==> config.mk <==
export PLATFORM = sky130hd
export DESIGN_NAME = ysyx_22040088_core_sequencer_flat
export DESIGN_NICKNAME = d
export VERILOG_FILES = /design/src/rtl/ysyx_22040088_pkg.sv /design/src/rtl/ysyx_22040088_core_sequencer_if.sv /design/src/rtl/ysyx_22040088_watchdog.sv /design/src/rtl/ysyx_22040088_core_sequencer.sv /design/src/flat_wrapper.sv
export SDC_FILE = /design/constraint.sdc
export NUM_CORES = 1
export LEC_CHECK = 0
export CAP_MARGIN = 20
export CORE_ASPECT_RATIO = 1.2
export CORE_MARGIN = 3
export CORE_UTILIZATION = 57
export CTS_BUF_LIST = sky130_fd_sc_hd__clkbuf_2
export CTS_CLUSTER_SIZE = 14
export DETAILED_ROUTE_END_ITERATION = 8
export PLACE_DENSITY_LB_ADDON = 0.1
export SLEW_MARGIN = 20
export SYNTH_ARGS = -nofsm -noshare
export SYNTH_HDL_FRONTEND = slang
export SYNTH_SLANG_ARGS = --single-unit
export TNS_END_PERCENT = 5
==> constraint.sdc <==
create_clock -name clk -period 4.2 [get_ports clk]
set_clock_uncertainty 0.1 [all_clocks]
set_input_delay 0.42 -clock clk [delete_from_list [all_inputs] [get_ports clk]]
set_output_delay 0.42 -clock clk [all_outputs]
set_load 0.05 [all_outputs]
==> src/rtl/ysyx_22040088_pkg.sv <==
// Shared definitions for the ysyx_22040088 core: sequencer state encoding,
// error-cause codes and RV64 major opcodes reused by the control unit.
package ysyx_22040088_pkg;

  localparam logic [3:0] ST_BOOT       = 4'd0;
  localparam logic [3:0] ST_FETCH_REQ  = 4'd1;
  localparam logic [3:0] ST_FETCH_WAIT = 4'd2;
  localparam logic [3:0] ST_EXEC       = 4'd3;
  localparam logic [3:0] ST_MEM_REQ    = 4'd4;
  localparam logic [3:0] ST_MEM_WAIT   = 4'd5;
  localparam logic [3:0] ST_WB         = 4'd6;
  localparam logic [3:0] ST_HALT       = 4'd7;
  localparam logic [3:0] ST_ERR        = 4'd8;

  typedef enum logic [3:0] {
    StBoot      = ST_BOOT,
    StFetchReq  = ST_FETCH_REQ,
    StFetchWait = ST_FETCH_WAIT,
    StExec      = ST_EXEC,
    StMemReq    = ST_MEM_REQ,
    StMemWait   = ST_MEM_WAIT,
    StWb        = ST_WB,
    StHalt      = ST_HALT,
    StErr       = ST_ERR
  } seq_state_e;

  localparam logic [1:0] ERR_NONE    = 2'd0;
  localparam logic [1:0] ERR_ILLEGAL = 2'd1;
  localparam logic [1:0] ERR_BUS     = 2'd2;
  localparam logic [1:0] ERR_TIMEOUT = 2'd3;

  localparam logic [6:0] OPC_LOAD     = 7'b0000011;
  localparam logic [6:0] OPC_STORE    = 7'b0100011;
  localparam logic [6:0] OPC_OP_IMM   = 7'b0010011;
  localparam logic [6:0] OPC_OP       = 7'b0110011;
  localparam logic [6:0] OPC_OP_IMM32 = 7'b0011011;
  localparam logic [6:0] OPC_OP_32    = 7'b0111011;
  localparam logic [6:0] OPC_LUI      = 7'b0110111;
  localparam logic [6:0] OPC_AUIPC    = 7'b0010111;
  localparam logic [6:0] OPC_JAL      = 7'b1101111;
  localparam logic [6:0] OPC_JALR     = 7'b1100111;
  localparam logic [6:0] OPC_BRANCH   = 7'b1100011;
  localparam logic [6:0] OPC_SYSTEM   = 7'b1110011;

  function automatic logic is_wait_state(seq_state_e st);
    return (st == StFetchWait) || (st == StMemWait);
  endfunction

endpackage

==> src/rtl/ysyx_22040088_core_sequencer_if.sv <==
// IFU and LSU request/response handshake bundle between the sequencer (master)
// and the bus-side units (slave).
interface ysyx_22040088_core_sequencer_if;
  logic ifu_req_valid;
  logic ifu_req_ready;
  logic ifu_resp_valid;
  logic ifu_resp_err;
  logic lsu_req_valid;
  logic lsu_req_wen;
  logic lsu_req_ready;
  logic lsu_resp_valid;
  logic lsu_resp_err;

  modport master (
    output ifu_req_valid, lsu_req_valid, lsu_req_wen,
    input  ifu_req_ready, ifu_resp_valid, ifu_resp_err,
    input  lsu_req_ready, lsu_resp_valid, lsu_resp_err
  );

  modport slave (
    input  ifu_req_valid, lsu_req_valid, lsu_req_wen,
    output ifu_req_ready, ifu_resp_valid, ifu_resp_err,
    output lsu_req_ready, lsu_resp_valid, lsu_resp_err
  );
endinterface

==> src/rtl/ysyx_22040088_watchdog.sv <==
// Bus-response watchdog: counts waiting cycles and flags the cycle in which the
// count would reach TIMEOUT_CYC without a response.
module ysyx_22040088_watchdog #(
  parameter int unsigned TIMEOUT_CYC = 255,
  parameter int unsigned TO_W        = 8
) (
  input  logic clk,
  input  logic rst,
  input  logic clear,
  input  logic enable,
  output logic expired
);

  logic [TO_W-1:0] cnt_q;

  assign expired = enable && (cnt_q == TO_W'(TIMEOUT_CYC - 1));

  always_ff @(posedge clk or posedge rst) begin
    if (rst) begin
      cnt_q <= '0;
    end else if (clear) begin
      cnt_q <= '0;
    end else if (enable && !expired) begin
      cnt_q <= cnt_q + 1'b1;
    end
  end

endmodule

==> src/rtl/ysyx_22040088_core_sequencer.sv <==
// Multi-cycle fetch/exec/mem/writeback sequencer: drives IFU/LSU handshakes,
// fires rf_we/pc_we once per retired instruction and reports halt/error.
module ysyx_22040088_core_sequencer
  import ysyx_22040088_pkg::*;
#(
  parameter int unsigned TIMEOUT_CYC = 255,
  parameter int unsigned TO_W        = 8,
  parameter int unsigned CNT_W       = 64
) (
  input  logic                                  clk,
  input  logic                                  rst,
  ysyx_22040088_core_sequencer_if.master        bus,
  output logic                                  inst_we,
  input  logic                                  dec_rf_we,
  input  logic                                  dec_is_load,
  input  logic                                  dec_is_store,
  input  logic                                  dec_halt,
  input  logic                                  dec_illegal,
  output logic                                  rf_we,
  output logic                                  pc_we,
  output logic                                  halted,
  output logic                                  error,
  output logic [1:0]                            err_cause,
  output logic [CNT_W-1:0]                      retired
);

  seq_state_e       state_q;
  logic             rf_we_q;
  logic             is_store_q;
  logic [1:0]       cause_q;
  logic [CNT_W-1:0] retired_q;

  logic in_wait;
  logic wait_resp;
  logic wd_expired;

  assign in_wait   = is_wait_state(state_q);
  assign wait_resp = ((state_q == StFetchWait) && bus.ifu_resp_valid) ||
                     ((state_q == StMemWait)   && bus.lsu_resp_valid);

  // Counter is held at zero outside the wait states, so every entry starts fresh.
  ysyx_22040088_watchdog #(
    .TIMEOUT_CYC (TIMEOUT_CYC),
    .TO_W        (TO_W)
  ) u_watchdog (
    .clk     (clk),
    .rst     (rst),
    .clear   (!in_wait),
    .enable  (in_wait && !wait_resp),
    .expired (wd_expired)
  );

  always_ff @(posedge clk or posedge rst) begin
    if (rst) begin
      state_q    <= StBoot;
      rf_we_q    <= 1'b0;
      is_store_q <= 1'b0;
      cause_q    <= ERR_NONE;
      retired_q  <= '0;
    end else begin
      case (state_q)
        StBoot:     state_q <= StFetchReq;
        StFetchReq: if (bus.ifu_req_ready) state_q <= StFetchWait;
        StFetchWait: begin
          if (bus.ifu_resp_valid) begin
            if (bus.ifu_resp_err) begin
              state_q <= StErr;
              cause_q <= ERR_BUS;
            end else begin
              state_q <= StExec;
            end
          end else if (wd_expired) begin
            state_q <= StErr;
            cause_q <= ERR_TIMEOUT;
          end
        end
        StExec: begin
          rf_we_q    <= dec_rf_we;
          is_store_q <= dec_is_store;
          if (dec_illegal) begin
            state_q <= StErr;
            cause_q <= ERR_ILLEGAL;
          end else if (dec_halt) begin
            state_q <= StHalt;
          end else if (dec_is_load || dec_is_store) begin
            state_q <= StMemReq;
          end else begin
            state_q <= StWb;
          end
        end
        StMemReq:   if (bus.lsu_req_ready) state_q <= StMemWait;
        StMemWait: begin
          if (bus.lsu_resp_valid) begin
            if (bus.lsu_resp_err) begin
              state_q <= StErr;
              cause_q <= ERR_BUS;
            end else begin
              state_q <= StWb;
            end
          end else if (wd_expired) begin
            state_q <= StErr;
            cause_q <= ERR_TIMEOUT;
          end
        end
        StWb: begin
          retired_q <= retired_q + 1'b1;
          state_q   <= StFetchReq;
        end
        StHalt, StErr: state_q <= state_q;
        default:       state_q <= StErr;
      endcase
    end
  end

  assign bus.ifu_req_valid = (state_q == StFetchReq);
  assign bus.lsu_req_valid = (state_q == StMemReq);
  assign bus.lsu_req_wen   = (state_q == StMemReq) && is_store_q;
  assign inst_we           = (state_q == StFetchWait) && bus.ifu_resp_valid && !bus.ifu_resp_err;
  assign pc_we             = (state_q == StWb);
  assign rf_we             = (state_q == StWb) && rf_we_q && !is_store_q;
  assign halted            = (state_q == StHalt);
  assign error             = (state_q == StErr);
  assign err_cause         = cause_q;
  assign retired           = retired_q;

endmodule
==> src/flat_wrapper.sv <==
// flat-port wrapper written by rule: the top's interface ports become plain ports
module ysyx_22040088_core_sequencer_flat import ysyx_22040088_pkg::*;
#(
  parameter int unsigned TIMEOUT_CYC = 255,
  parameter int unsigned TO_W        = 8,
  parameter int unsigned CNT_W       = 64
)
  (clk, rst, inst_we, dec_rf_we, dec_is_load, dec_is_store, dec_halt, dec_illegal, rf_we, pc_we, halted, error, err_cause, retired, bus_ifu_req_valid, bus_lsu_req_valid, bus_lsu_req_wen, bus_ifu_req_ready, bus_ifu_resp_valid, bus_ifu_resp_err, bus_lsu_req_ready, bus_lsu_resp_valid, bus_lsu_resp_err);
  ysyx_22040088_core_sequencer_if bus_i ();
  input  logic clk;
  input  logic rst;
  output logic inst_we;
  input  logic dec_rf_we;
  input  logic dec_is_load;
  input  logic dec_is_store;
  input  logic dec_halt;
  input  logic dec_illegal;
  output logic rf_we;
  output logic pc_we;
  output logic halted;
  output logic error;
  output logic [1:0] err_cause;
  output logic [CNT_W-1:0] retired;
  output wire logic [$bits(bus_i.ifu_req_valid)-1:0] bus_ifu_req_valid;
  output wire logic [$bits(bus_i.lsu_req_valid)-1:0] bus_lsu_req_valid;
  output wire logic [$bits(bus_i.lsu_req_wen)-1:0] bus_lsu_req_wen;
  input wire logic [$bits(bus_i.ifu_req_ready)-1:0] bus_ifu_req_ready;
  input wire logic [$bits(bus_i.ifu_resp_valid)-1:0] bus_ifu_resp_valid;
  input wire logic [$bits(bus_i.ifu_resp_err)-1:0] bus_ifu_resp_err;
  input wire logic [$bits(bus_i.lsu_req_ready)-1:0] bus_lsu_req_ready;
  input wire logic [$bits(bus_i.lsu_resp_valid)-1:0] bus_lsu_resp_valid;
  input wire logic [$bits(bus_i.lsu_resp_err)-1:0] bus_lsu_resp_err;
  assign bus_ifu_req_valid = bus_i.ifu_req_valid;
  assign bus_lsu_req_valid = bus_i.lsu_req_valid;
  assign bus_lsu_req_wen = bus_i.lsu_req_wen;
  assign bus_i.ifu_req_ready = bus_ifu_req_ready;
  assign bus_i.ifu_resp_valid = bus_ifu_resp_valid;
  assign bus_i.ifu_resp_err = bus_ifu_resp_err;
  assign bus_i.lsu_req_ready = bus_lsu_req_ready;
  assign bus_i.lsu_resp_valid = bus_lsu_resp_valid;
  assign bus_i.lsu_resp_err = bus_lsu_resp_err;
  ysyx_22040088_core_sequencer #(.TIMEOUT_CYC(TIMEOUT_CYC), .TO_W(TO_W), .CNT_W(CNT_W)) u_core (.clk(clk), .rst(rst), .bus(bus_i), .inst_we(inst_we), .dec_rf_we(dec_rf_we), .dec_is_load(dec_is_load), .dec_is_store(dec_is_store), .dec_halt(dec_halt), .dec_illegal(dec_illegal), .rf_we(rf_we), .pc_we(pc_we), .halted(halted), .error(error), .err_cause(err_cause), .retired(retired));
endmodule
==> metrics.yaml <==
setup_path:
  regToRegSetupSlack_ps: 1140
  worstPathRequired_ps: 3680
  end_kind: "output pin"
  start_kind: "flip-flop"
  path_class: "flip-flop to output pin"
  arrival_ps: 2810
  worstPathMaxFanout: 16
synth:
  synth-seq-cells: 80
  syn_nets: 417
  synthCells: 401
  netlist.area_leader.share_pct: 50.2
  synth_area_leaders: "dfrtp_1 50%, xnor2_1 7.7%, xor2_1 7.2%, nand2_1 4.3%, nor2_1 3.1%"
  muxShareOfSynthArea_pct: 0.564
  synth_top_family_by_area: "simple AND/OR/NAND/NOR gates"
  synth-compound-area-share_pct: 4.11
  synth_xor_area_share_pct: 14.9
  avgSynthCellArea_um2: 9.95
  yosys.cell_types.count: 43
  synth_fa_ha_area_share_pct: 0.941
  syn_area_mm2: 0.00399
  ys_warn_count: 0
  yosysSeqAreaShare_pct: 50.2
  synthSimpleGateAreaFrac_pct: 26.7
  synth_top_cell_by_area: "dfrtp_1"
timing:
  rsz0062_at_grt: "no"
  worstMarginPinSlew_ps: 824
  slew_violations: 0
  fin_crit_sh_pct: 79.4
  fmax_ghz: 0.300
  finalHoldViolCount: 0
  min_period_ps: 3330
  setup_viol: 0
  fin_tns_setup_ps: 0
  slew_headroom_pct: 45.0
floorplan:
  die_w_um: 82.4
  rows: 32
  dieArea_mm2: 0.00804
  core_area_mm2: 0.00661
  start_util_pct: 60.4
  ioPinCount: 87
  die_y_um: 97.7
drt:
  dr.first_iter.drc_count: 180
  routed_wl_um: 8920
  ant_nets: 0
  drtPass1Iterations: 4
  drc_errors: 0
  vias: 3259
  via_per_inst: 5.64
  avgRoutedWirePerCell_um: 15.4
place:
  placed_cell_area_mm2: 0.00492
  dp_cells: 563
  place.gp.congestion: 0.842
  dp_hpwl_um: 6660
  port_buffers: 86
clocking:
  cts_buffers: 9
  cts_tree: "done"
  ctsHoldBuffers: 0
  clk_latency_ps: 520
  cts_root_buf: "clkbuf_2"
  post-cts-setup-buffers: 0
  h-tree-depth: 3
  cts.sinks: 80
  clk_path_buf_depth: 2
  cts_repair_resize_count: 0
  clk_pin_slew_ps: 220
min_path:
  min-delay-path-class: "primary input to async pin"
grt:
  met3_usage_pct: 6.03
  grt_pass1_wl_um: 15100
  grt-ovfl-total: 0
  antenna_found_initial: 0
  met2_usage_pct: 39.6
  grt_max_degree: 41
  use_met1_pct: 29.5
  grtUsageTotal_pct: 23.9
  grt-busiest-layer: "met2"
  grt_pass1_vias: 3253
job:
  maxCapViolCount: 0
power_and_ir_drop:
  leakage_nw: 2.19
  pwr_density_cell_mw_per_mm2: 299
  peakVddDrop_mv: 0.327
finish:
  fin_cells: 578
  fin_area_mm2: 0.00502
  nFillCells: 476
  area_delta_synth_final_pct: 25.8
  nNetsFinal: 505
  insertedDiodeCount: 0
  drive_gt1_share_pct: 5.88
run_status:
  status: "finished clean"
==> critical path, stage by stage (launching register included) <==
cell and delay (ps):
dfrtp_1 580, or4b_2 770, nor2_1 140, clkdlybuf4s50_1 820
==> sequential cells by signal, summed over array words and instances (netlist names) <==
register and cells:
u_core.is_store_q 1, u_core.retired 64, u_core.err_cause 2, u_core.u_watchdog.cnt_q 8, u_core.state_q 4, u_core.rf_we_q 1
==> power by group <==
part,switching (W),internal [W]
sequential,0.0000562,0.000801
clock,0.000254,0.000136
combinational,0.000155,0.000100
total,0.000465,0.00104
==> path summary, 6_finish.rpt <==
| kind | from | endpoint | cells after the start |
|---|---|---|---|
| min in group clk | u_core.retired[15]$_DFFE_PP0P_ | u_core.retired[15]$_DFFE_PP0P_ | 1 |
| setup reg to reg | u_core.state_q[0]$_DFFE_PP0P_ | u_core.retired[46]$_DFFE_PP0P_ | 5 |
| hold reg to reg | u_core.retired[15]$_DFFE_PP0P_ | u_core.retired[15]$_DFFE_PP0P_ | 1 |
| hold / removal | rst | u_core.retired[55]$_DFFE_PP0P_ | 2 |
| setup / recovery | u_core.state_q[3]$_DFFE_PP0P_ | inst_we | 3 |
| max in group asynchronous | rst | u_core.err_cause[1]$_DFFE_PP0P_ | 3 |
==> cell type report <==
cell class                 count  area [um^2]  share of cell area [%]
timing repair buffer          88          876                    17.4
inverter                      13         48.8                   0.972
clock inverter                 4         46.3                   0.922
multi-input combinational    297         1890                    37.6
clock buffer                  11         55.1                    1.10
sequential                    80         2000                    39.9
tap                           85          106                    2.12
==> cells in the mapped netlist (all sizes together) <==
| library cell | number |
|---|---|
| dfrtp | 80 |
| nand2 | 46 |
| xnor2 | 35 |
| nor2 | 33 |
| xor2 | 33 |
| nand3 | 24 |
| nor3 | 24 |
| nand4 | 17 |
| inv | 13 |
| and3 | 10 |
| nor4 | 10 |
| a21oi | 7 |
| clkbuf | 7 |
| o21ai | 7 |
| nand2b | 6 |
| and2 | 5 |
| and4 | 5 |
| buf | 4 |
| ha | 3 |
| nand3b | 3 |
| or2 | 3 |
| or3 | 3 |
| a221oi | 2 |
| a31oi | 2 |
| mux2 | 2 |
| nor2b | 2 |
| nor3b | 2 |
| nor4b | 2 |
| o31ai | 2 |
| a21o | 1 |
| a311oi | 1 |
| a41o | 1 |
| nand4bb | 1 |
| nor4bb | 1 |
| o21bai | 1 |
| o22a | 1 |
| o22ai | 1 |
| or4b | 1 |
==> per-layer routing <==
| layer | part of all wire, % | up-vias |
|---|---|---|
| li1 | - | 1567 |
| met4 | 1.6 | 0 |
| met5 | 0 | - |
| met1 | 41 | 1573 |
| met3 | 5.9 | 15 |
| met2 | 51 | 104 |
==> placed cells by master (no fill, tap or decap), drive strengths merged, types with 3 or more instances in the layout <==
cell type,instances
inv,13
clkbuf,11
nand3,24
nor2,33
ha,3
nor4,10
nor3,24
xnor2,35
or3,3
and2,5
a21oi,7
nand2,46
nand4,17
xor2,33
nand3b,3
or2,3
dfrtp,80
and4,5
clkdlybuf4s50,86
nand2b,6
o21ai,7
and3,10
==> logic make-up after synthesis <==
logic type | after synthesis
and+or+nand+nor | 198
DFF | 80
xor gates and xnor gates | 68
AOI/OAI and AO/OA | 26
buffers and inverters | 24
adders and majority gates | 3
muxes | 2
==> metrics by stage <==
stage / utilization, % / total power, W / setup WS [ps] / hold slack (ps)
after floorplan: - / 0.00104 / 1320 / 372
after global placement: 74.5 / 0.00112 / 1160 / 355
after detailed placement: 74.5 / 0.00112 / 1140 / 375
after CTS: 76.0 / 0.00151 / 845 / 257
after global routing: 76.0 / 0.00158 / 704 / 279
final: 76.0 / 0.00150 / 867 / 250
No activity file was read; power rests on OpenSTA's default activity.
